[src/rtl/uart_tx_buf.sv]
// Buffered 8N1 UART transmitter: a DEPTH-entry byte FIFO feeding a
// shift-register serializer with a per-frame latched bit period.
module uart_tx_buf #(
    parameter int unsigned DEPTH = 4
) (
    input  logic        clk,
    input  logic        rst_n,
    input  logic        trmt,
    input  logic [7:0]  tx_data,
    input  logic [12:0] baud_div,
    input  logic        clr_ovf,
    output logic        TX,
    output logic        full,
    output logic        empty,
    output logic        tx_busy,
    output logic        tx_done,
    output logic        ovf
);

    localparam int unsigned PTR_W   = (DEPTH > 1) ? $clog2(DEPTH) : 1;
    localparam int unsigned CNT_W   = $clog2(DEPTH + 1);
    localparam int unsigned BAUD_W  = 13;
    localparam int unsigned FRAME_W = 10;
    localparam int unsigned BIT_W   = 4;
    localparam logic [BIT_W-1:0] LAST_BIT = BIT_W'(FRAME_W - 1);

    typedef enum logic {
        IDLE = 1'b0,
        XMIT = 1'b1
    } state_t;

    state_t state;
    state_t state_next;

    logic [7:0]         mem [DEPTH];
    logic [PTR_W-1:0]   wr_ptr;
    logic [PTR_W-1:0]   rd_ptr;
    logic [CNT_W-1:0]   count;
    logic [CNT_W-1:0]   count_next;

    logic [FRAME_W-1:0] shreg;
    logic [BAUD_W-1:0]  baud_q;
    logic [BAUD_W-1:0]  baud_cnt;
    logic [BIT_W-1:0]   bit_cnt;

    logic push_c;
    logic drop_c;
    logic pop_c;
    logic load_c;
    logic bit_end_c;
    logic frame_end_c;

    // FIFO write acceptance and bit timing strobes
    always_comb begin
        push_c      = trmt && !full;
        drop_c      = trmt && full;
        bit_end_c   = (state == XMIT) && (baud_cnt == baud_q);
        frame_end_c = bit_end_c && (bit_cnt == LAST_BIT);
        count_next  = count + CNT_W'(push_c) - CNT_W'(pop_c);
    end

    // State register
    always_ff @(posedge clk) begin
        if (!rst_n) begin
            state <= IDLE;
        end else begin
            state <= state_next;
        end
    end

    // Next state; a load pops the FIFO head into the shifter
    always_comb begin
        state_next = state;
        load_c     = 1'b0;
        case (state)
            IDLE: begin
                if (!empty) begin
                    load_c     = 1'b1;
                    state_next = XMIT;
                end
            end
            XMIT: begin
                if (frame_end_c) begin
                    if (!empty) begin
                        load_c = 1'b1;
                    end else begin
                        state_next = IDLE;
                    end
                end
            end
            default: state_next = IDLE;
        endcase
        pop_c = load_c;
    end

    // FIFO storage; contents need no reset since count gates every read
    always_ff @(posedge clk) begin
        if (push_c) begin
            mem[wr_ptr] <= tx_data;
        end
    end

    // FIFO pointers, occupancy flags and sticky overflow
    always_ff @(posedge clk) begin
        if (!rst_n) begin
            wr_ptr <= '0;
            rd_ptr <= '0;
            count  <= '0;
            full   <= 1'b0;
            empty  <= 1'b1;
            ovf    <= 1'b0;
        end else begin
            if (push_c) begin
                wr_ptr <= wr_ptr + PTR_W'(1);
            end
            if (pop_c) begin
                rd_ptr <= rd_ptr + PTR_W'(1);
            end
            count <= count_next;
            full  <= (count_next == CNT_W'(DEPTH));
            empty <= (count_next == '0);
            if (drop_c) begin
                ovf <= 1'b1;
            end else if (clr_ovf) begin
                ovf <= 1'b0;
            end
        end
    end

    // Serializer: TX follows the shifter LSB one cycle later, idling high
    always_ff @(posedge clk) begin
        if (!rst_n) begin
            shreg    <= '1;
            baud_q   <= '0;
            baud_cnt <= '0;
            bit_cnt  <= '0;
            TX       <= 1'b1;
            tx_busy  <= 1'b0;
            tx_done  <= 1'b0;
        end else begin
            TX      <= (state == XMIT) ? shreg[0] : 1'b1;
            tx_busy <= (state_next == XMIT);
            tx_done <= frame_end_c;
            if (load_c) begin
                shreg    <= {1'b1, mem[rd_ptr], 1'b0};
                baud_q   <= baud_div;
                baud_cnt <= '0;
                bit_cnt  <= '0;
            end else if (bit_end_c) begin
                shreg    <= {1'b1, shreg[FRAME_W-1:1]};
                baud_cnt <= '0;
                bit_cnt  <= bit_cnt + BIT_W'(1);
            end else if (state == XMIT) begin
                baud_cnt <= baud_cnt + BAUD_W'(1);
            end
        end
    end

endmodule
[config.mk]
export PLATFORM = sky130hd
export DESIGN_NAME = uart_tx_buf
export DESIGN_NICKNAME = d
export VERILOG_FILES = /design/src/rtl/uart_tx_buf.sv
export SDC_FILE = /design/constraint.sdc
export NUM_CORES = 1
export LEC_CHECK = 0
export ABC_CLOCK_PERIOD_IN_PS = 8500
export CELL_PAD_IN_SITES_DETAIL_PLACEMENT = 0
export CELL_PAD_IN_SITES_GLOBAL_PLACEMENT = 1
export CORE_ASPECT_RATIO = 1.75
export CORE_MARGIN = 2
export CORE_UTILIZATION = 50
export CTS_CLUSTER_SIZE = 10
export DETAILED_ROUTE_END_ITERATION = 7
export GPL_TIMING_DRIVEN = 0
export PLACE_DENSITY = 0.85
export SETUP_SLACK_MARGIN = 0.15
export SYNTH_ARGS = -nofsm -noshare
export SYNTH_HDL_FRONTEND = slang
export SYNTH_SLANG_ARGS = --single-unit
export TNS_END_PERCENT = 10
[constraint.sdc]
create_clock -name clk -period 8.5 [get_ports clk]
set_input_delay 0.85 -clock clk [delete_from_list [all_inputs] [get_ports clk]]
set_output_delay 0.85 -clock clk [all_outputs]
set_load 0.03 [all_outputs]
* Word level (Yosys, flattened, before mapping)
Memory sizes are Yosys's and may differ from the RTL's. A register that Yosys moved wholly into a read port is not among the register bits.
Index checks and enable logic that the tools add are counted.
Widths: inputs -> output; s select.
** Word-level totals
- Bits in writable memories :: 32
- Register bits after elaboration :: 52
- Bits of input ports :: 25
- Memories :: 1
- Latch bits :: 0
- ROM bits :: 0
** Operators by class
- Div/mod/pow operators :: 0
- $mul :: 0
- $lt $le $gt $ge :: 0
- Add/subtract/negate cells :: 6
- Equality and inequality tests :: 3
- Reduce and logical (&&, ||, !) cells :: 11
- Bitwise gates (word level) :: 2
- Multiplexer cells :: 13
- Shift operators :: 0
** Memory list
- mem :: depth 4, bits a word 8, read ports 1, clocked after Yosys merged registers in 1, wr ports 1, RTL line 35 : logic [7:0] mem [DEPTH];
** Operators with widths (count)
- $mux 9 :: 2
- $add 13x1->13 const B :: 1
- $eq 13x13->1 :: 1
- $mux 1 :: 7
- $add 2x1->2 const B :: 2
- $add 4x1->4 const B :: 1
- $eq 4x4->1 const B :: 1
- $logic_and 1x1->1 :: 4
- $mux 2 :: 2
- $pmux 1 s2 :: 2
- $reduce_bool 2->1 :: 2
- $add 3x1->3 :: 1
- $eq 3x3->1 const B :: 1
- $logic_not 3->1 :: 1
- $reduce_or 3->1 :: 1
- $sub 3x1->3 :: 1
- $not 1->1 :: 2
- $reduce_and 2->1 :: 1
- $reduce_or 2->1 :: 1
- $logic_not 1->1 :: 1

* Longest topological paths before layout
- Word-level depth :: 7
- Gate-level depth with buffers :: 16
- Depth with buffers taken out :: 14

* Worst setup path after synthesis
No wires, ideal clock.
- Path type :: register -> register
- Start :: register, netlist name tx_busy
- End :: register full
- Required time :: 8436 ps
- Arrival :: 3010 ps
- Buffers on the path :: 2
- Library setup time :: 64 ps
- Stages on the path, launching flop included :: 15
- Slack :: 5426 ps
- Cell sequence :: dfxtp_1 -> o21ai_0 -> nor4_4 -> o2bb2ai_2 -> buf_6 -> buf_6 -> ha_1 -> inv_1 -> ha_1 -> inv_1 -> fa_1 -> xnor2_1 -> xnor2_1 -> nand2_1 -> nor2_1
** RTL lines
- end signal, assigned :: RTL line 120 : full <= (count_next == CNT_W'(DEPTH));
- end, declared :: RTL line 13 : output logic full,

* Final worst setup path
- Start :: register baud_cnt[3]
- End :: register full
** On the way
- Longest elaborated chain between the ends :: 7
** Ends and longest elaborated chain
- start, declared :: RTL line 43 : logic [BAUD_W-1:0] baud_cnt;
- start signal, assigned :: RTL line 154 : baud_cnt <= baud_cnt + BAUD_W'(1);
- $eq 13x13->1 :: RTL line 57 : bit_end_c = (state == XMIT) && (baud_cnt == baud_q);
- $logic_and 1x1->1 :: RTL line 57
- $logic_and 1x1->1 :: RTL line 58 : frame_end_c = bit_end_c && (bit_cnt == LAST_BIT);
- $mux 1 :: RTL line 83 : if (frame_end_c) begin
- $pmux 1 s2 :: RTL line 75 : case (state)
- $sub 3x1->3 :: RTL line 59 : count_next = count + CNT_W'(push_c) - CNT_W'(pop_c);
- $eq 3x3->1 :: RTL line 120
No other way between the ends.
A chain may end at the register's enable or synchronous reset.

==> results.yml <==
route:
  remaining_drc_errors: 0
  drt_iter0_markers: 88
  wl_mm: 6.48
  first_pass_iters: 4
  vias_per_cell: 5.19
  num_vias: 2187
  met1_length_mm: 2.39
  top_layer: "met4"
  ant_nets: 0
  dr_wl_met2_mm: 3.77
  dr_wl_met3_um: 184
  post_drt_wl_per_cell_um: 15.4
layout:
  antenna_cells: 0
  area_growth_pct: 18.9
  fin_cells: 421
  n_fill_cell: 586
  final_nets: 365
  drive_above_1_share_pct: 9.55
sta:
  rsz0062_at_grt: "false"
  tightest_slew_ps: 683
  setup_violations: 0
  max_clock_freq_mhz: 300
  period_share_pct: 39.3
  fin_skew_ps: 4.46
  drv_slew: 0
  hold_viol: 0
  max_slew_margin_pct: 54.5
  min_period_ps: 3340
  setup_tns_ps: 0
synthesis:
  syn_nets: 325
  synth_warnings: 0
  synth_top_area_share_pct: 29.9
  yosysTopAreaCell: "dfxtp_1"
  synth-seq-cells: 86
  synthCells: 290
  synth-edff-count: 32
  synthTopCellsByArea: "dfxtp_1 (30%), edfxtp_1 (27%), mux2i_1 (6.4%), mux4_2 (5.0%), xnor2_1 (4.1%)"
  synth_top_flop_cell: "dfxtp_1"
  synth_area_sq_mm: 0.00361
  ys_seq_area_share_pct: 56.5
  synthArstFlopShare_pct: 0
  synthDistinctLibCells: 38
  syn-mean-instance-area_sq_um: 12.5
setup_path:
  critPathTopFamily: "simple AND/OR/NAND/NOR gates"
  path_buf_inv: 4
  crit_type: "flop to flop"
  worstSetupEndpointType: "flop"
  timing.rr.start: "baud_cnt[3]"
  crit_path_frequent_cell: "xnor2_1"
  path_cells: "xnor2_1 -> nand4_1 -> nor4_4 -> o2bb2ai_2 -> buf_6 -> buf_6 -> ha_1 -> inv_1 -> ha_1 -> inv_1 -> fa_1 -> xnor2_1 -> xnor2_1 -> nand2_1 -> nor2_1"
  worstSetupPathDepth: 15
  worst_setup_path_startpoint: "baud_cnt[3]"
  cp_slowest_cell: "dfxtp_1"
  slowest_delay_ps: 400
  required_ps: 8770
  cp-start-kind: "flop"
  r2r_slack_ps: 5160
  r2r_end: "full"
  cp_data_arrival_time_ps: 3610
  crit_fanout: 10
  worst-r2r-cell-count: 15
hold_path:
  hold_class: "flop to flop"
  hold_end: "TX"
  min_path_cells: 1
  hold_start: "shreg[0]"
floorplan:
  initial_core_util_pct: 50.6
  num_rows: 41
  die-area_sq_mm: 0.00794
  die_h_um: 116
  core_area_sq_mm: 0.00713
  chipWidth_um: 68.2
  pin_count: 31
power:
  max-vdd-ir-drop_mv: 0.177
  powerDensity_mw_per_mm2: 300
  p_leak_nw: 1.57
cts:
  cts.repair.resized: 0
  clock_sinks: 86
  ctsHoldBuffers: 0
  clk_path_buf_depth: 2
  cts_tree: "built"
  cts.clk_slew.worst_paths_ps: 60
  post-cts-setup-buffers: 0
  root_buffer: "clkbuf_16"
  cts_buffers: 9
  clkLatencyLatePin_ps: 330
  htreeDepth: 3
global_route:
  grt_pass1_vias: 2319
  grt_usage_pct: 18.7
  overflow: 0
  grt_antenna_before_repair: 0
  grt_pass1_wl_mm: 10.7
  grt_max_degree: 15
outcome:
  status: "completed"
job:
  cap_violations: 0
placed_design:
  io_buffers: 29
  dp.cells: 405
  place_congestion: 0.825
  dp.final_hpwl_mm: 4.84
[layout by cell type (no fill, tap or decap), types with 4 or more instances in the layout]
| cell | instances |
|---|---|
| and3_1 | 4 |
| mux2i_1 | 23 |
| xnor2_1 | 17 |
| mux4_2 | 8 |
| o211ai_1 | 6 |
| clkdlybuf4s50_1 | 29 |
| inv_1 | 11 |
| dfxtp_1 | 54 |
| nand2_1 | 16 |
| ha_1 | 9 |
| xor2_1 | 11 |
| nor2_1 | 21 |
| o21ai_0 | 4 |
| nor2b_1 | 17 |
| edfxtp_1 | 32 |
| clkbuf_1 | 7 |
| nand4_1 | 7 |
| and2_1 | 9 |
| clkbuf_16 | 9 |
[cells by family after synthesis]
group | share of synthesized area, %
adders and majority gates | 3.67
xor gates and xnor gates | 7.24
muxes | 11.4
and+or+nand+nor | 13.1
buffers and inverters | 3.22
AOI/OAI and AO/OA | 4.85
DFF | 56.5
[synth_stat cells, drive strengths merged (3+ instances only)]
library cell  instances
dfxtp                54
edfxtp               32
mux2i                23
nor2                 21
nor2b                17
xnor2                17
nand2                16
xor2                 12
inv                  11
and2                  9
ha                    9
buf                   8
mux4                  8
o211ai                8
nand4                 7
clkbuf                5
and3                  4
o21ai                 4
a21oi                 3
nand2b                3
nand3                 3
[registers in the layout (all words and copies together), names as in the netlist, 2 cells and up, named ones only]
register and cells:
baud_cnt 13, baud_q 13, rd_ptr 2, wr_ptr 2
count 3, shreg 9, mem 32, bit_cnt 4
[routing by layer]
metal  GRT usage [%]  vias up
met1            18.1     1049
li1                -     1098
met3            2.99       14
met5               0        -
met4            10.4        0
met2            35.8       26
[worst max-delay path by stage]
stage	endpoint	slack (ps)
2_1_floorplan	full	5430
3_3_place_gp	full	5130
3_5_place_dp	full	5100
4_1_cts	full	5080
5_1_grt	full	4860
6_report	full	5160
[per-stage QoR]
stage / util (%) / total power [W] / hold WS [ps] / setup WS (ps) / area, sq um
2_1_floorplan: - / 0.000832 / 415 / 5430 / 3610
3_3_place_gp: 56.2 / 0.000919 / 446 / 5130 / 4010
3_5_place_dp: 56.2 / 0.000932 / 449 / 5100 / 4010
4_1_cts: 60.2 / 0.00131 / 463 / 5080 / 4290
5_1_grt: 60.2 / 0.00136 / 495 / 4860 / 4290
6_report: 60.2 / 0.00129 / 456 / 5160 / 4290
[final cells by class]
cell class	instances	area (sq um)	share of cell area [%]
Inverter	11	41.3	0.962
Clock buffer	11	233	5.42
Multi-Input combinational cell	180	1450	33.8
Buffer	13	75.1	1.75
Sequential cell	86	2040	47.6
Tap cell	86	108	2.51
Clock inverter	5	51.3	1.19
Timing Repair Buffer	29	290	6.76
[power by group]
| group | internal (W) | switching, W |
|---|---|---|
| Sequential | 0.000502 | 0.0000445 |
| Combinational | 0.000177 | 0.000194 |
| Clock | 0.000226 | 0.000147 |
| Total | 0.000905 | 0.000385 |
No activity file was read; power rests on OpenSTA's default activity.
